`src/rtl/hamming_disp_scan_if.sv`:
```
// Bus bundle for hamming_disp_scan: load/clear controls in, multiplexed display and count out.
interface hamming_disp_scan_if;
  logic       load;
  logic [3:0] data_in;
  logic [2:0] pos_err;
  logic       clr_cnt;
  logic [6:0] segments;
  logic [3:0] anodes;
  logic [7:0] err_cnt;

  modport master (
    output load, data_in, pos_err, clr_cnt,
    input  segments, anodes, err_cnt
  );

  modport slave (
    input  load, data_in, pos_err, clr_cnt,
    output segments, anodes, err_cnt
  );
endinterface

```
`src/rtl/hamming_disp_scan.sv`:
```
// Multiplexed 4-digit seven-segment driver for Hamming(7,4) decode results with error counter.
// Optional macro ERR_BLINK_EN blinks the syndrome digit while a nonzero syndrome is latched.
module hamming_disp_scan #(
  parameter int unsigned REFRESH_DIV  = 50000,
  parameter int unsigned BLINK_CYCLES = 25000000
) (
  input logic              clk,
  input logic              rst,
  hamming_disp_scan_if.slave bus
);

  if (REFRESH_DIV < 2) begin : gBadRefresh
    $error("REFRESH_DIV must be at least 2");
  end
  if (BLINK_CYCLES < 2) begin : gBadBlink
    $error("BLINK_CYCLES must be at least 2");
  end

  localparam int unsigned PrescW = $clog2(REFRESH_DIV);
  localparam logic [PrescW-1:0] PrescLast = PrescW'(REFRESH_DIV - 1);

  logic [PrescW-1:0] prescQ, prescD;
  logic [1:0]        digitQ, digitD;
  logic [3:0]        dataQ, dataD;
  logic [2:0]        synQ, synD;
  logic              loadedQ, loadedD;
  logic [7:0]        cntQ, cntD;
  logic [6:0]        segQ, segD;
  logic [3:0]        anQ, anD;
  logic [3:0]        nibble;
  logic              blankDig1;

  function automatic logic [6:0] hexGlyph(input logic [3:0] v);
    logic [6:0] g;
    g = 7'h7F;
    case (v)
      4'h0: g = 7'h40;
      4'h1: g = 7'h79;
      4'h2: g = 7'h24;
      4'h3: g = 7'h30;
      4'h4: g = 7'h19;
      4'h5: g = 7'h12;
      4'h6: g = 7'h02;
      4'h7: g = 7'h78;
      4'h8: g = 7'h00;
      4'h9: g = 7'h10;
      4'hA: g = 7'h08;
      4'hB: g = 7'h03;
      4'hC: g = 7'h46;
      4'hD: g = 7'h21;
      4'hE: g = 7'h06;
      4'hF: g = 7'h0E;
      default: g = 7'h7F;
    endcase
    return g;
  endfunction

`ifdef ERR_BLINK_EN
  localparam int unsigned BlinkW = $clog2(BLINK_CYCLES);
  localparam logic [BlinkW-1:0] BlinkLast = BlinkW'(BLINK_CYCLES - 1);

  typedef enum logic {StShow, StBlank} blinkStateE;

  blinkStateE        blinkStateQ, blinkStateD;
  logic [BlinkW-1:0] blinkCntQ, blinkCntD;

  // Any load restarts the blink phase; a zero syndrome parks the FSM in SHOW.
  always_comb begin
    blinkStateD = blinkStateQ;
    blinkCntD   = blinkCntQ;
    if (bus.load || (synQ == 3'd0)) begin
      blinkStateD = StShow;
      blinkCntD   = '0;
    end else if (blinkCntQ == BlinkLast) begin
      blinkCntD   = '0;
      blinkStateD = (blinkStateQ == StShow) ? StBlank : StShow;
    end else begin
      blinkCntD = blinkCntQ + BlinkW'(1);
    end
  end

  always_ff @(posedge clk) begin
    if (rst) begin
      blinkStateQ <= StShow;
      blinkCntQ   <= '0;
    end else begin
      blinkStateQ <= blinkStateD;
      blinkCntQ   <= blinkCntD;
    end
  end

  assign blankDig1 = (blinkStateQ == StBlank);
`else
  assign blankDig1 = 1'b0;
`endif

  always_comb begin
    prescD = prescQ + PrescW'(1);
    digitD = digitQ;
    if (prescQ == PrescLast) begin
      prescD = '0;
      digitD = digitQ + 2'd1;
    end

    dataD   = dataQ;
    synD    = synQ;
    loadedD = loadedQ;
    if (bus.load) begin
      dataD   = bus.data_in;
      synD    = bus.pos_err;
      loadedD = 1'b1;
    end

    // Clear has priority over a same-cycle error load; data still captured above.
    cntD = cntQ;
    if (bus.clr_cnt) begin
      cntD = 8'h00;
    end else if (bus.load && (bus.pos_err != 3'd0) && (cntQ != 8'hFF)) begin
      cntD = cntQ + 8'd1;
    end

    nibble = 4'h0;
    unique case (digitQ)
      2'd0: nibble = dataQ;
      2'd1: nibble = {1'b0, synQ};
      2'd2: nibble = cntQ[3:0];
      2'd3: nibble = cntQ[7:4];
    endcase

    // Glyph and anode are registered together so they always switch on the same edge.
    anD  = ~(4'b0001 << digitQ);
    segD = hexGlyph(nibble);
    if (!loadedQ || ((digitQ == 2'd1) && blankDig1)) begin
      segD = 7'h7F;
    end
  end

  always_ff @(posedge clk) begin
    if (rst) begin
      prescQ  <= '0;
      digitQ  <= 2'd0;
      dataQ   <= 4'h0;
      synQ    <= 3'd0;
      loadedQ <= 1'b0;
      cntQ    <= 8'h00;
      segQ    <= 7'h7F;
      anQ     <= 4'hF;
    end else begin
      prescQ  <= prescD;
      digitQ  <= digitD;
      dataQ   <= dataD;
      synQ    <= synD;
      loadedQ <= loadedD;
      cntQ    <= cntD;
      segQ    <= segD;
      anQ     <= anD;
    end
  end

  assign bus.segments = segQ;
  assign bus.anodes   = anQ;
  assign bus.err_cnt  = cntQ;

endmodule

```
`src/flat_wrapper.sv`:
```
// flat-port wrapper written by rule: the top's interface ports become plain ports
module hamming_disp_scan_flat 
#(
  parameter int unsigned REFRESH_DIV  = 50000,
  parameter int unsigned BLINK_CYCLES = 25000000
)
  (clk, rst, bus_load, bus_data_in, bus_pos_err, bus_clr_cnt, bus_segments, bus_anodes, bus_err_cnt);
  hamming_disp_scan_if bus_i ();
  input logic clk;
  input logic rst;
  input wire logic [$bits(bus_i.load)-1:0] bus_load;
  input wire logic [$bits(bus_i.data_in)-1:0] bus_data_in;
  input wire logic [$bits(bus_i.pos_err)-1:0] bus_pos_err;
  input wire logic [$bits(bus_i.clr_cnt)-1:0] bus_clr_cnt;
  output wire logic [$bits(bus_i.segments)-1:0] bus_segments;
  output wire logic [$bits(bus_i.anodes)-1:0] bus_anodes;
  output wire logic [$bits(bus_i.err_cnt)-1:0] bus_err_cnt;
  assign bus_i.load = bus_load;
  assign bus_i.data_in = bus_data_in;
  assign bus_i.pos_err = bus_pos_err;
  assign bus_i.clr_cnt = bus_clr_cnt;
  assign bus_segments = bus_i.segments;
  assign bus_anodes = bus_i.anodes;
  assign bus_err_cnt = bus_i.err_cnt;
  hamming_disp_scan #(.REFRESH_DIV(REFRESH_DIV), .BLINK_CYCLES(BLINK_CYCLES)) u_core (.clk(clk), .rst(rst), .bus(bus_i));
endmodule
```
`config.mk`:
```
export PLATFORM = sky130hd
export DESIGN_NAME = hamming_disp_scan_flat
export DESIGN_NICKNAME = d
export VERILOG_FILES = /design/src/rtl/hamming_disp_scan_if.sv /design/src/rtl/hamming_disp_scan.sv /design/src/flat_wrapper.sv
export SDC_FILE = /design/constraint.sdc
export NUM_CORES = 1
export LEC_CHECK = 0
export ABC_AREA = 1
export CAP_MARGIN = 0
export CORE_MARGIN = 8
export CORE_UTILIZATION = 59
export CTS_CLUSTER_SIZE = 16
export DETAILED_ROUTE_END_ITERATION = 6
export PLACE_DENSITY = 0.84
export RECOVER_POWER = 50
export SLEW_MARGIN = 10
export SYNTH_ARGS = -nofsm -noshare
export SYNTH_HDL_FRONTEND = slang
export SYNTH_SLANG_ARGS = --single-unit
```
`constraint.sdc`:
```
create_clock -name clk -period 4.5 [get_ports clk]
set_input_delay 0.675 -clock clk [delete_from_list [all_inputs] [get_ports clk]]
set_output_delay 0.675 -clock clk [all_outputs]
set_load 0.01 [all_outputs]
```
==> results.yml <==
setup_path:
  worstPathRequired_ps: 4650
  arrival_ps: 2520
  crit_path_max_fanout: 16
  path_class: "reg -> reg"
  crit_path_end_kind: "flop"
  startpoint_type: "flop"
min_path:
  hold_path_class: "reg -> reg"
timing:
  hold_viol_final: 0
  period_needed_ps: 2370
  final.setup_skew_ps: 5.65
  relSlewSlack_pct: 55.8
  whs_ps: 457
  clock.fmax_ghz: 0.422
  rsz0062_at_grt: "no"
  worst_slew_pin_slew_ps: 656
  timing.setup.tns_ps: 0
  slew_viol_final: 0
  setup_viol: 0
  period_share_pct: 52.7
global_routing:
  grt.overflow.total: 0
  antenna_found_initial: 0
  grt_pass1_wl_um: 8340
  grtUsageMet3_pct: 5.07
  grt_max_degree: 17
  grt_util_met1_pct: 17.9
  grt_pass1_vias: 2008
  met2_usage_pct: 27.5
  grt_use_total_pct: 16.1
  grt-busiest-layer: "met2"
cells_and_area:
  diodes: 0
  fin_area_um2: 2730
  area_growth_pct: 14.3
  multiInputGateArea_um2: 1220
  utilization_pct: 69.2
  layout-drive-gt1-share_pct: 6.78
  nNetsFinal: 392
  nFillCells: 351
  seq_area_um2: 901
place:
  place_area_um2: 2710
  io_buffers: 29
  gp_congestion: 0.927
  dpl.hpwl_um: 3720
floorplan:
  rows: 23
  die_h_um: 79.6
  ios: 30
  die_w_um: 79.6
  fp.dieArea_um2: 6340
  initial_core_util_pct: 60.5
  core_area_um2: 3940
run:
  cap_violations: 0
routing:
  wire_per_inst_um: 11.5
  routed_wl_um: 4840
  ant_nets: 0
  post-route-drc-count: 0
  vias: 2116
  via_per_inst: 5.05
  drt_iter0_markers: 120
  firstDrtPassIters: 4
clock_network:
  cts_buffers: 5
  cts_tree: "built"
  postCtsSetupRepairBufs: 0
  htree_levels: 2
  cts-hold-fix-buffers: 0
  clk_latency_ps: 300
  ctsResizeCount: 0
  cts_root_buf: "clkbuf_8"
  ctsLongestPathBuffers: 2
  clkSinkCount: 45
  clk_pin_slew_ps: 70
yosys:
  netlist_area_um2: 2390
  synth_area_per_cell_um2: 7.12
  synth_seq_area_share_pct: 37.8
  syn_inst: 335
  ys_ff_latch: 45
  yosys_warnings: 0
  syn-num-nets: 359
  ys_types: 29
power:
  p_leak_nw: 1.08
  powerDensity_nw_per_um2: 267
  peakVddDrop_mv: 0.146
status:
  status: "complete, no violations"
## cells in the final DEF, fill, tap and decap left out
master,count
clkbuf_8,5
nand3_1,29
nor2_4,1
nand2_1,88
a21oi_1,21
nor3_2,1
nand4_1,9
nand2_4,1
nor3_1,5
inv_2,4
xnor2_1,1
nor2_1,43
xor2_1,4
o21ai_0,13
a21oi_2,1
dfxtp_1,45
o21ai_2,1
or2_2,2
a31oi_1,1
inv_1,40
clkinvlp_2,1
nand2_2,2
a21oi_4,1
clkbuf_1,3
clkdlybuf4s50_1,26
dlygate4sd3_1,3
nor2_2,5
ha_1,13
## synthesized netlist by cell type
library cell,instances,area (um^2)
a21oi_1,17,85.1
a21oi_2,5,43.8
a21oi_4,1,16.3
a31oi_1,1,6.26
buf_12,1,20.0
buf_2,1,5.00
buf_4,1,7.51
dfxtp_1,45,901
ha_1,13,163
inv_1,39,146
inv_2,5,18.8
inv_4,1,6.26
nand2_1,86,323
nand2_2,3,18.8
nand2_4,1,11.3
nand2_8,1,20.0
nand3_1,29,145
nand4_1,9,56.3
nor2_1,41,154
nor2_2,5,31.3
nor2_4,2,22.5
nor2_8,1,20.0
nor3_1,5,25.0
nor3_2,1,10.0
o21ai_0,13,65.1
o21ai_2,1,8.76
or2_2,2,12.5
xnor2_1,1,8.76
xor2_1,4,35.0
## worst paths after layout
kind	from	endpoint	slack, ps	cells past startpoint
hold / removal	u_core.prescQ[0]$_SDFF_PP0_	u_core.prescQ[0]$_SDFF_PP0_	460	1
setup / recovery	u_core.prescQ[0]$_SDFF_PP0_	u_core.prescQ[14]$_SDFF_PP0_	2130	8
setup reg to reg	u_core.prescQ[0]$_SDFF_PP0_	u_core.prescQ[14]$_SDFF_PP0_	2130	8
hold reg to reg	u_core.prescQ[0]$_SDFF_PP0_	u_core.prescQ[0]$_SDFF_PP0_	460	1
## registers in the layout (all words and copies together), names as in the netlist
register / cells
u_core.bus.anodes: 4
u_core.bus.segments: 7
u_core.digitQ: 2
u_core.prescQ: 16
u_core.dataQ: 4
u_core.loadedQ: 1
u_core.bus.err_cnt: 8
u_core.synQ: 3
## report_power, final
group | total [mW] | switching (mW) | internal, mW
Combinational | 0.0783 | 0.0449 | 0.0334
Sequential | 0.416 | 0.00598 | 0.410
Clock | 0.233 | 0.122 | 0.110
Total | 0.727 | 0.173 | 0.554
## kinds of logic (layout without fill, tap and decap cells)
group / count (synthesis) / in the layout / synth area share, %
XOR/XNOR: 5 / 5 / 1.84
adder cells (fa/ha/maj): 13 / 13 / 6.82
AND/OR/NAND/NOR: 186 / 186 / 35.6
flip-flops: 45 / 45 / 37.8
buffers and inverters: 48 / 82 / 8.55
AO/OA/AOI/OAI: 38 / 38 / 9.44
## routing by layer
metal	share of wire, %	wire length, um	vias to the layer above
met2	48	2340	52
met4	1.7	80	0
met1	44	2140	924
met5	0	0	-
li1	-	-	1131
met3	6.0	288	9
## layout make-up
| type | count | area share (%) |
|---|---|---|
| Clock buffer | 8 | 2.94 |
| Multi-Input combinational cell | 242 | 44.9 |
| Inverter | 45 | 6.24 |
| Tap cell | 50 | 2.29 |
| Sequential cell | 45 | 33.0 |
| Timing Repair Buffer | 29 | 10.6 |
## metrics by stage
stage          setup WS, ps  power, mW  std cells
2_1_floorplan          2500      0.477        335
3_3_place_gp           2350      0.504        411
3_5_place_dp           2230      0.506        411
4_1_cts                2220      0.745        419
5_1_grt                1800      0.765        419
6_report               2130      0.727        419
## critical path: stages, from the launching register on
cell and delay, ps:
dfxtp_1 370, ha_1 170, nand2_1 90, nor2_1 420
clkinvlp_2 230, nor2_1 310, nand2_4 90, nand2_1 460
a21oi_1 90
Note: power is estimated with default switching activity, not from simulation.
